--- config.mk ---
export PLATFORM = sky130hd
export DESIGN_NAME = io_in_reg_ctrl
export DESIGN_NICKNAME = d
export VERILOG_FILES = /design/src/rtl/io_in_reg_ctrl_pkg.sv /design/src/rtl/io_in_reg_cfg_bank.sv /design/src/rtl/io_in_reg_ctrl.sv
export SDC_FILE = /design/constraint.sdc
export NUM_CORES = 1
export LEC_CHECK = 0
export BUFFER_PORTS_ARGS = -buffer_cell sky130_fd_sc_hd__buf_2
export CORE_MARGIN = 2
export CORE_UTILIZATION = 54
export CTS_CLUSTER_SIZE = 12
export DETAILED_ROUTE_END_ITERATION = 7
export GPL_ROUTABILITY_DRIVEN = 0
export PLACE_DENSITY = 0.91
export RECOVER_POWER = 100
export SYNTH_ARGS = -nofsm -noshare
export SYNTH_HDL_FRONTEND = slang
export SYNTH_SLANG_ARGS = --single-unit
export TNS_END_PERCENT = 50
--- constraint.sdc ---
create_clock -name IQC -period 5.27 [get_ports IQC]
set_clock_uncertainty 0.1 [all_clocks]
set_input_delay 0.7905 -clock IQC [delete_from_list [all_inputs] [get_ports IQC]]
set_output_delay 0.7905 -clock IQC [all_outputs]
set_load 0.01 [all_outputs]
--- src/rtl/io_in_reg_ctrl_pkg.sv ---
// Shared types for the IO input-register bank controller: FSM state encoding
// and the clear-counter width helper.
package io_in_reg_ctrl_pkg;

  localparam int STATE_W = 2;

  typedef enum logic [STATE_W-1:0] {
    ST_IDLE    = 2'd0,
    ST_QUIESCE = 2'd1,
    ST_CLEAR   = 2'd2,
    ST_RELEASE = 2'd3
  } ctrl_state_e;

  // Counter holds values CLR_CYCLES-1 down to 0; never narrower than one bit.
  function automatic int cnt_width(input int clr_cycles);
    return (clr_cycles <= 1) ? 1 : $clog2(clr_cycles);
  endfunction

endpackage

--- src/rtl/io_in_reg_cfg_bank.sv ---
// Per-pad ISEL/FIXHOLD storage with address decode and out-of-range error pulse.
module io_in_reg_cfg_bank #(
  parameter int NUM_PADS = 8,
  parameter int ADDR_W   = 5
) (
  input  logic                clk_i,
  input  logic                rst_ni,
  input  logic                we_i,
  input  logic [ADDR_W-1:0]   addr_i,
  input  logic                isel_i,
  input  logic                fixhold_i,
  output logic [NUM_PADS-1:0] isel_o,
  output logic [NUM_PADS-1:0] fixhold_o,
  output logic                err_o
);

  logic [NUM_PADS-1:0] sel;
  logic                in_range;
  logic [NUM_PADS-1:0] isel_q;
  logic [NUM_PADS-1:0] fixhold_q;
  logic                err_q;

  // Explicit compare per pad keeps the decode safe when ADDR_W exceeds the pad index width.
  always_comb begin
    sel = '0;
    for (int i = 0; i < NUM_PADS; i++) begin
      sel[i] = ({1'b0, addr_i} == (ADDR_W+1)'(i));
    end
  end

  assign in_range = |sel;

  always_ff @(posedge clk_i or negedge rst_ni) begin
    if (!rst_ni) begin
      isel_q    <= '1;
      fixhold_q <= '0;
      err_q     <= 1'b0;
    end else begin
      err_q <= we_i & ~in_range;
      for (int i = 0; i < NUM_PADS; i++) begin
        if (we_i && sel[i]) begin
          isel_q[i]    <= isel_i;
          fixhold_q[i] <= fixhold_i;
        end
      end
    end
  end

  assign isel_o    = isel_q;
  assign fixhold_o = fixhold_q;
  assign err_o     = err_q;

endmodule

--- src/rtl/io_in_reg_ctrl.sv ---
// Bank controller for NUM_PADS input-register IO cells: config, clear sequencing, IQZ snapshot.
// Optional build macro IOREG_CLR_ON_CFG_EN: accepted in-range config writes also clear that pad.
module io_in_reg_ctrl
  import io_in_reg_ctrl_pkg::*;
#(
  parameter int NUM_PADS   = 8,
  parameter int CLR_CYCLES = 4,
  parameter int ADDR_W     = 5
) (
  input  logic                IQC,
  input  logic                QRT_N,
  input  logic                CFG_WE,
  input  logic [ADDR_W-1:0]   CFG_ADDR,
  input  logic                CFG_ISEL,
  input  logic                CFG_FIXHOLD,
  output logic                CFG_RDY,
  output logic                CFG_ERR,
  input  logic                CLR_REQ,
  input  logic [NUM_PADS-1:0] CLR_MASK,
  output logic                CLR_DONE,
  output logic [NUM_PADS-1:0] ISEL_O,
  output logic [NUM_PADS-1:0] FIXHOLD_O,
  output logic [NUM_PADS-1:0] QRT_O,
  output logic                CAPT_EN,
  input  logic [NUM_PADS-1:0] IQZ_I,
  input  logic                RD_REQ,
  output logic                RD_ACK,
  output logic [NUM_PADS-1:0] RD_DATA,
  output logic [STATE_W-1:0]  DBG_STATE
);

  localparam int               CNT_W    = cnt_width(CLR_CYCLES);
  localparam logic [CNT_W-1:0] CNT_INIT = CNT_W'(CLR_CYCLES - 1);

  ctrl_state_e         state_q;
  logic [CNT_W-1:0]    cnt_q;
  logic [NUM_PADS-1:0] mask_q;
  logic [NUM_PADS-1:0] qrt_q;
  logic                capt_q;
  logic                done_q;
  logic                rd_pend_q;
  logic                rd_ack_q;
  logic [NUM_PADS-1:0] rd_data_q;

  logic                cfg_rdy;
  logic                cfg_acc;
  logic                clr_acc;
  logic                clr_start_d;
  logic [NUM_PADS-1:0] clr_mask_d;

  // Handshake: CFG_WE and CLR_REQ are strobes taken on the edge that ends a cycle
  // with CFG_RDY=1 (IDLE only); otherwise they are dropped. RD_REQ is never dropped:
  // it is served in IDLE or held as one merged pending request until IDLE.
  assign cfg_rdy = (state_q == ST_IDLE);
  assign cfg_acc = CFG_WE & cfg_rdy;
  assign clr_acc = CLR_REQ & cfg_rdy;

`ifdef IOREG_CLR_ON_CFG_EN
  logic [NUM_PADS-1:0] cfg_onehot;
  logic                auto_clr;

  always_comb begin
    cfg_onehot = '0;
    for (int i = 0; i < NUM_PADS; i++) begin
      cfg_onehot[i] = ({1'b0, CFG_ADDR} == (ADDR_W+1)'(i));
    end
  end

  assign auto_clr    = cfg_acc & (|cfg_onehot);
  assign clr_start_d = clr_acc | auto_clr;
  assign clr_mask_d  = (clr_acc ? CLR_MASK : '0) | (auto_clr ? cfg_onehot : '0);
`else
  assign clr_start_d = clr_acc;
  assign clr_mask_d  = CLR_MASK;
`endif

  io_in_reg_cfg_bank #(
    .NUM_PADS (NUM_PADS),
    .ADDR_W   (ADDR_W)
  ) u_cfg_bank (
    .clk_i     (IQC),
    .rst_ni    (QRT_N),
    .we_i      (cfg_acc),
    .addr_i    (CFG_ADDR),
    .isel_i    (CFG_ISEL),
    .fixhold_i (CFG_FIXHOLD),
    .isel_o    (ISEL_O),
    .fixhold_o (FIXHOLD_O),
    .err_o     (CFG_ERR)
  );

  // Outputs are loaded together with the state so each matches the state it is in.
  always_ff @(posedge IQC or negedge QRT_N) begin
    if (!QRT_N) begin
      state_q <= ST_CLEAR;
      cnt_q   <= CNT_INIT;
      mask_q  <= '1;
      qrt_q   <= '1;
      capt_q  <= 1'b0;
      done_q  <= 1'b0;
    end else begin
      done_q <= 1'b0;
      case (state_q)
        ST_IDLE: begin
          if (clr_start_d) begin
            state_q <= ST_QUIESCE;
            mask_q  <= clr_mask_d;
            capt_q  <= 1'b0;
          end
        end
        ST_QUIESCE: begin
          state_q <= ST_CLEAR;
          cnt_q   <= CNT_INIT;
          qrt_q   <= mask_q;
        end
        ST_CLEAR: begin
          if (cnt_q == '0) begin
            state_q <= ST_RELEASE;
            qrt_q   <= '0;
          end else begin
            cnt_q <= cnt_q - 1'b1;
          end
        end
        ST_RELEASE: begin
          state_q <= ST_IDLE;
          capt_q  <= 1'b1;
          done_q  <= 1'b1;
        end
        default: begin
          state_q <= ST_CLEAR;
          cnt_q   <= CNT_INIT;
          mask_q  <= '1;
          qrt_q   <= '1;
          capt_q  <= 1'b0;
        end
      endcase
    end
  end

  always_ff @(posedge IQC or negedge QRT_N) begin
    if (!QRT_N) begin
      rd_pend_q <= 1'b0;
      rd_ack_q  <= 1'b0;
      rd_data_q <= '0;
    end else begin
      rd_ack_q <= 1'b0;
      if (state_q == ST_IDLE) begin
        if (RD_REQ || rd_pend_q) begin
          rd_data_q <= IQZ_I;
          rd_ack_q  <= 1'b1;
          rd_pend_q <= 1'b0;
        end
      end else if (RD_REQ) begin
        rd_pend_q <= 1'b1;
      end
    end
  end

  assign CFG_RDY   = cfg_rdy;
  assign CLR_DONE  = done_q;
  assign QRT_O     = qrt_q;
  assign CAPT_EN   = capt_q;
  assign RD_ACK    = rd_ack_q;
  assign RD_DATA   = rd_data_q;
  assign DBG_STATE = state_q;

endmodule

==> results.txt, run 1 <==
run status - finished, violations left
failing checks - capacitance limit, slew limit
Synth Area per Inst - 14.00 um2
grt total ovfl - 0
htree depth - 2
Tmin final - 2.740 ns
Tightest Hold Check Type - flop to flop
final hold violations - 0
Synth Area in XOR/XNOR - 0%
IO Port Bufs - 66
Reg power frac - 46.6%
CTS root buffer - clkbuf_8
initial antenna violation count - 0
combinational family with the most area after synthesis - multiplexers
CP Launch Type - input pin
CP peak stage delay - 1.72 ns
DR WL/cell - 15.21 um
Switch Pwr - 0.4895 mW
GRT Resource Usage Total - 20.46%
Die W - 66.36 um
RSZ-0062 raised after global routing - no
starting density of the core - 56.92%
I/O pin total - 67
vias - 1402
Reg clk slew, reported paths - 0.07 ns
share of cells above drive strength 1 - 41.36%
mux cell area share after synthesis - 22.71%
Clock Path Buffers - 2
ant diodes - 0
max-slew violations - 50
fin area - 2521 um2
post-synthesis adder-cell area fraction - 2.980%
CORE AREA - 3689 um2
area grow syn2layout - 20.08%
critical path peak fanout - 49
Tcrit/Tclk final - 51.99%
placed inst area - 2466 um2
Die H - 66.36 um
FF+latch count, synth - 49
combinational power share - 35.7%
Ys Warns - 0
WP buf/inv - 1
Setup crit end kind - async pin
r2r startpoint - DBG_STATE[1]
clock latency at the later pin of the worst-skew pair - 0.31 ns
Simple-Gate Fraction of Synth Area - 7.926%
Setup CP Type - input pin to async pin
final WL - 4077 um
hold_sp - u_cfg_bank.fixhold_o[7]
CTS Buf Count - 5
Top delay family on crit path - buffers and inverters
normalized max-slew margin - -64.42%
DP Wirelength - 2893 um
sw frac - 33.84%
CTS tree - done
# rows - 22
worst-path cell chain - clkbuf_1
post-synthesis sequential area ratio - 60.01%
via/cell ratio - 5.231
number of antenna-violating nets in the routed design - 0
crit path from - QRT_N
Yosys top cell area share - 33.79%
highest clock rate - 365.0 MHz
Critical Path RT - 5.07 ns
Cell variety after synth - 23
clock power share - 17.6%
Leak - 1.148 nW
Gate Count Post-Synth - 150
Final Setup Violations - 0
cell taking the most area after synthesis - dfstp_2
Initial DRC Count - 93
number of global-route vias before repair - 1372
number of max-cap violations - 1
Slew @ Worst Pin - 2.466 ns
internal power - 0.9573 mW
final net count - 252
first-pass GRT wire length - 6548 um
Peak VDD IR - 0.0002882 V
pin count of the biggest net entering global routing - 50
Hold Buf Count CTS - 0
DRC - 0
net count after synthesis - 183
drt pass-1 iters - 4
FILL cells - 304
WP data arrival - 2.54 ns
largest cells by area after synthesis - dfstp_2 (34%), dfrtp_1 (26%), mux2_2 (16%)
total negative slack - 0 ns
clock sink count - 49
mapped cell area - 2100 um2
post-synthesis compound-gate area fraction - 4.172%
setup bufs post-CTS - 0
power per cell area - 573.9 nW/um2
PostCTS Resize Cnt - 0
Die ar. - 4403 um2
Worst path slowest cell - clkbuf_1
cells in the final DEF, fill, tap and decap left out:
cell type  instances
buf_2             36
clkbuf_1          31
mux2_2            28
dfrtp_1           22
dfstp_2           16
nand2_1           13
dfstp_1           11
o21ai_0            9
mux2i_1            9
inv_1              6
clkbuf_8           6
mux2_1             5
ha_1               5
a21oi_1            4
nor2_1             4
nor3_1             3
and4b_4            3
nor2b_1            2
nand3_1            2
o211a_1            1
o22a_1             1
nor3b_1            1
and4bb_4           1
clkbuf_16          1
layout make-up:
cell class	count	area [um2]	area share [%]
Sequential cell	49	1260	49.98
Multi-Input combinational cell	91	774.5	30.72
Timing Repair Buffer	66	292.8	11.61
Clock buffer	8	111.4	4.417
Tap cell	48	60.06	2.382
Inverter	6	22.52	0.8933
power groups by stage:
stage	Clock [mW]	Sequential, mW	Combinational (mW)
floorplan	0	0.729	0.315
global placement	0	0.678	0.533
detailed placement	0	0.689	0.556
CTS	0.261	0.684	0.559
global route	0.280	0.696	0.576
finish	0.255	0.675	0.517
final timing paths:
| path | endpoint | slack (ns) | cells past startpoint |
|---|---|---|---|
| worst max-delay path | DBG_STATE[0] | 2.53 | 1 |
| worst min-delay path | u_cfg_bank.fixhold_o[7] | 0.40 | 1 |
| worst max register to register | DBG_STATE[1] | 2.93 | 4 |
| worst min register to register | u_cfg_bank.fixhold_o[7] | 0.40 | 1 |
| max in group IQC | CFG_RDY | 2.88 | 3 |
| min in group asynchronous | u_cfg_bank.fixhold_o[2] | 1.14 | 1 |
through the flow:
step           utilization (%)  setup slack [ns]  power [mW]  std cells  hold WS (ns)
2_1_floorplan                -             3.356       1.044        150        0.3872
3_3_place_gp             66.86             3.133       1.211        260        0.3753
3_5_place_dp             66.86             2.992       1.245        260        0.3892
4_1_cts                  69.88             2.891       1.504        268        0.4037
5_1_grt                  68.35             2.007       1.552        268        0.4106
6_report                 68.35             2.530       1.447        268        0.4026
metal layers:
metal / global-route usage [%] / wire length, um
met1: 25.17 / 1729
met2: 33.75 / 2107
met3: 6.133 / 177
met4: 7.908 / 62
met5: 0 / 0
sequential cells by signal, indices dropped and copies added, names as in the netlist:
signal and flops:
u_cfg_bank.isel_o 8, cnt_q 2, CLR_DONE 1, u_cfg_bank.err_o 1, mask_q 8, CAPT_EN 1
u_cfg_bank.fixhold_o 8, RD_DATA 8, QRT_O 8, DBG_STATE 2, RD_ACK 1, rd_pend_q 1
cell families after synthesis:
kind of cell / Yosys count
AO/OA/AOI/OAI: 15
adder cells (fa/ha/maj): 5
buffers and inverters: 10
flip-flops: 49
multiplexers: 42
AND/OR/NAND/NOR: 29
synth_stat cells, drive strengths merged:
cell    number
o22a         1
o21ai        9
nor3         3
nand3        2
dfstp       27
and4bb       1
nand2       13
a21oi        4
mux2        33
ha           5
nor3b        1
mux2i        9
and4b        3
dfrtp       22
nor2         4
o211a        1
clkbuf       2
nor2b        2
inv          6
buf          2
No activity file was read; power rests on OpenSTA's default activity.
==> inputs of run 2 (changes only) <==
CORE_UTILIZATION = 50   (was 54)
PLACE_DENSITY = 0.86   (was 0.91)
clock period = 2.8 ns   (was 5.27 ns; I/O delays follow)
==> results.txt, run 2 (synthesis gave the netlist of run 1 again) <==
run status - finished, violations left
failing checks - capacitance limit, slew limit
Clock Path Buffers - 2 (unchanged)
Top delay family on crit path - flip-flops
starting density of the core - 52.11% (-4.8 points)
CTS Buf Count - 5 (unchanged)
Leak - 1.135 nW (-1.1%)
clock sink count - 49 (unchanged)
htree depth - 2 (unchanged)
power per cell area - 1057 nW/um2 (+84%)
Initial DRC Count - 64 (-31%)
Critical Path RT - 2.89 ns (-2.18 ns)
setup bufs post-CTS - 0 (unchanged)
CP Launch Type - flop
CP peak stage delay - 0.60 ns (-1.12 ns)
DRC - 0 (unchanged)
worst setup slack after layout - 0.6650 ns (-1.865 ns)
pre-CTS setup slack - 0.8314 ns (-2.161 ns)
clock latency at the later pin of the worst-skew pair - 0.30 ns (about the same)
vias - 1392 (-0.71%)
RSZ-0062 raised after global routing - no
IO Port Bufs - 66 (unchanged)
normalized max-slew margin - -39.53% (+25 points)
worst-path cell chain - inv_1 -> ha_1 -> o21ai_0 -> mux2_2
reg2reg end - RD_DATA[1]
CTS tree - done
Slew @ Worst Pin - 2.093 ns (-0.3733 ns)
GRT Resource Usage Total - 18.92% (-1.5 points)
worst hold path cell count - 2 (+1)
total negative slack - 0 ns (unchanged)
final total power - 2.652 mW (+83%)
via/cell ratio - 5.118 (-2.2%)
number of global-route vias before repair - 1418 (+3.4%)
drt pass-1 iters - 4 (unchanged)
WP data arrival - 2.23 ns (-0.31 ns)
Final Util - 62.27% (-6.1 points)
share of cells above drive strength 1 - 40.99% (-0.37 points)
commonest non-fill, non-tap cells in the layout - buf_2 (37), clkbuf_1 (32), mux2_2 (28)
DR WL/cell - 15.28 um (+0.46%)
number of max-cap violations - 1 (unchanged)
DP Wirelength - 3096 um (+7.0%)
r2r startpoint - DBG_STATE[1]
critical path peak fanout - 10 (-80%)
Worst path slowest cell - dfstp_1
highest clock rate - 468.4 MHz
ant diodes - 0 (unchanged)
Setup CP Type - flop to flop
hold slack - 0.2448 ns (-0.1578 ns)
PostCTS Resize Cnt - 0 (unchanged)
pin count of the biggest net entering global routing - 41 (-18%)
initial antenna violation count - 0 (unchanged)
Reg clk slew, reported paths - 0.09 ns (+0.02 ns)
R2R cell count - 4 (unchanged)
hold_sp - IQZ_I[5]
first-pass GRT wire length - 6451 um (-1.5%)
I/O pin total - 67 (unchanged)
grt total ovfl - 0 (unchanged)
Die ar. - 4733 um2 (+7.5%)
final hold violations - 0 (unchanged)
Die W - 68.80 um (+3.7%)
most common cell after layout, fill and taps aside - buf_2
number of antenna-violating nets in the routed design - 0 (unchanged)
Final Setup Violations - 0 (unchanged)
Tmin final - 2.135 ns
max-slew violations - 41 (-18%)
Die H - 68.80 um (+3.7%)
CORE AREA - 4029 um2 (+9.2%)
final WL - 4157 um (+2.0%)
hold endpoint - RD_DATA[5]
Setup crit end kind - flop
CTS root buffer - clkbuf_8
Tcrit/Tclk final - 76.25%
area grow syn2layout - 19.49%
Hold Buf Count CTS - 0 (unchanged)
Peak VDD IR - 0.0005227 V (+81%)
WP buf/inv - 1 (unchanged)
# rows - 23 (+4.5%)
final net count - 254 (+0.79%)
R2R setup slack - 0.66 ns (-2.27 ns)
Tightest Hold Check Type - input pin to flop
==> run 2: cell count changes in the layout (fill, tap and decap cells not counted) <==
cell | previous run | this run
clkbuf_8 | 6 | 5
dfstp_1 | 11 | 12
dfstp_2 | 16 | 15
clkinvlp_4 | 0 | 2
clkbuf_16 | 1 | 0
clkbuf_1 | 31 | 32
buf_2 | 36 | 37
==> run 2: report_power, final <==
part,internal [mW],switching (mW)
combinational,0.454,0.526
clock,0.176,0.236
sequential,1.10,0.164
==> run 2: layout make-up <==
| cell class | count | area (um2) |
|---|---|---|
| Clock buffer | 6 | 72.57 |
| Clock inverter | 2 | 15.01 |
| Fill cell | 358 | 1520 |
| Inverter | 6 | 22.52 |
| Multi-Input combinational cell | 91 | 774.5 |
| Sequential cell | 49 | 1260 |
| Tap cell | 50 | 62.56 |
| Timing Repair Buffer | 68 | 301.5 |
==> run 2: how the worst max path moves through the flow <==
stage	start	to	slack, ns	depth (start not counted)
finish	DBG_STATE[1]	RD_DATA[1]	0.66	4
global route	QRT_N	mask_q[2]	0.35	2
CTS	DBG_STATE[1]	CFG_RDY	0.81	3
detailed placement	DBG_STATE[0]	u_cfg_bank.fixhold_o[7]	0.83	5
global placement	DBG_STATE[0]	u_cfg_bank.fixhold_o[7]	0.91	5
floorplan	DBG_STATE[1]	u_cfg_bank.fixhold_o[7]	0.89	6
==> run 2: layer usage <==
metal,track usage [%],wire (um)
met2,31.13,2076
met3,6.169,269
met4,6.863,33
met1,23.30,1778
met5,0,0
==> run 2: metrics by stage <==
| step | cells | instance area (um2) |
|---|---|---|
| detailed placement | 264 | 2484 |
| finish | 272 | 2509 |
| global route | 272 | 2509 |
| floorplan | 150 | 2100 |
| CTS | 272 | 2571 |
| global placement | 264 | 2484 |
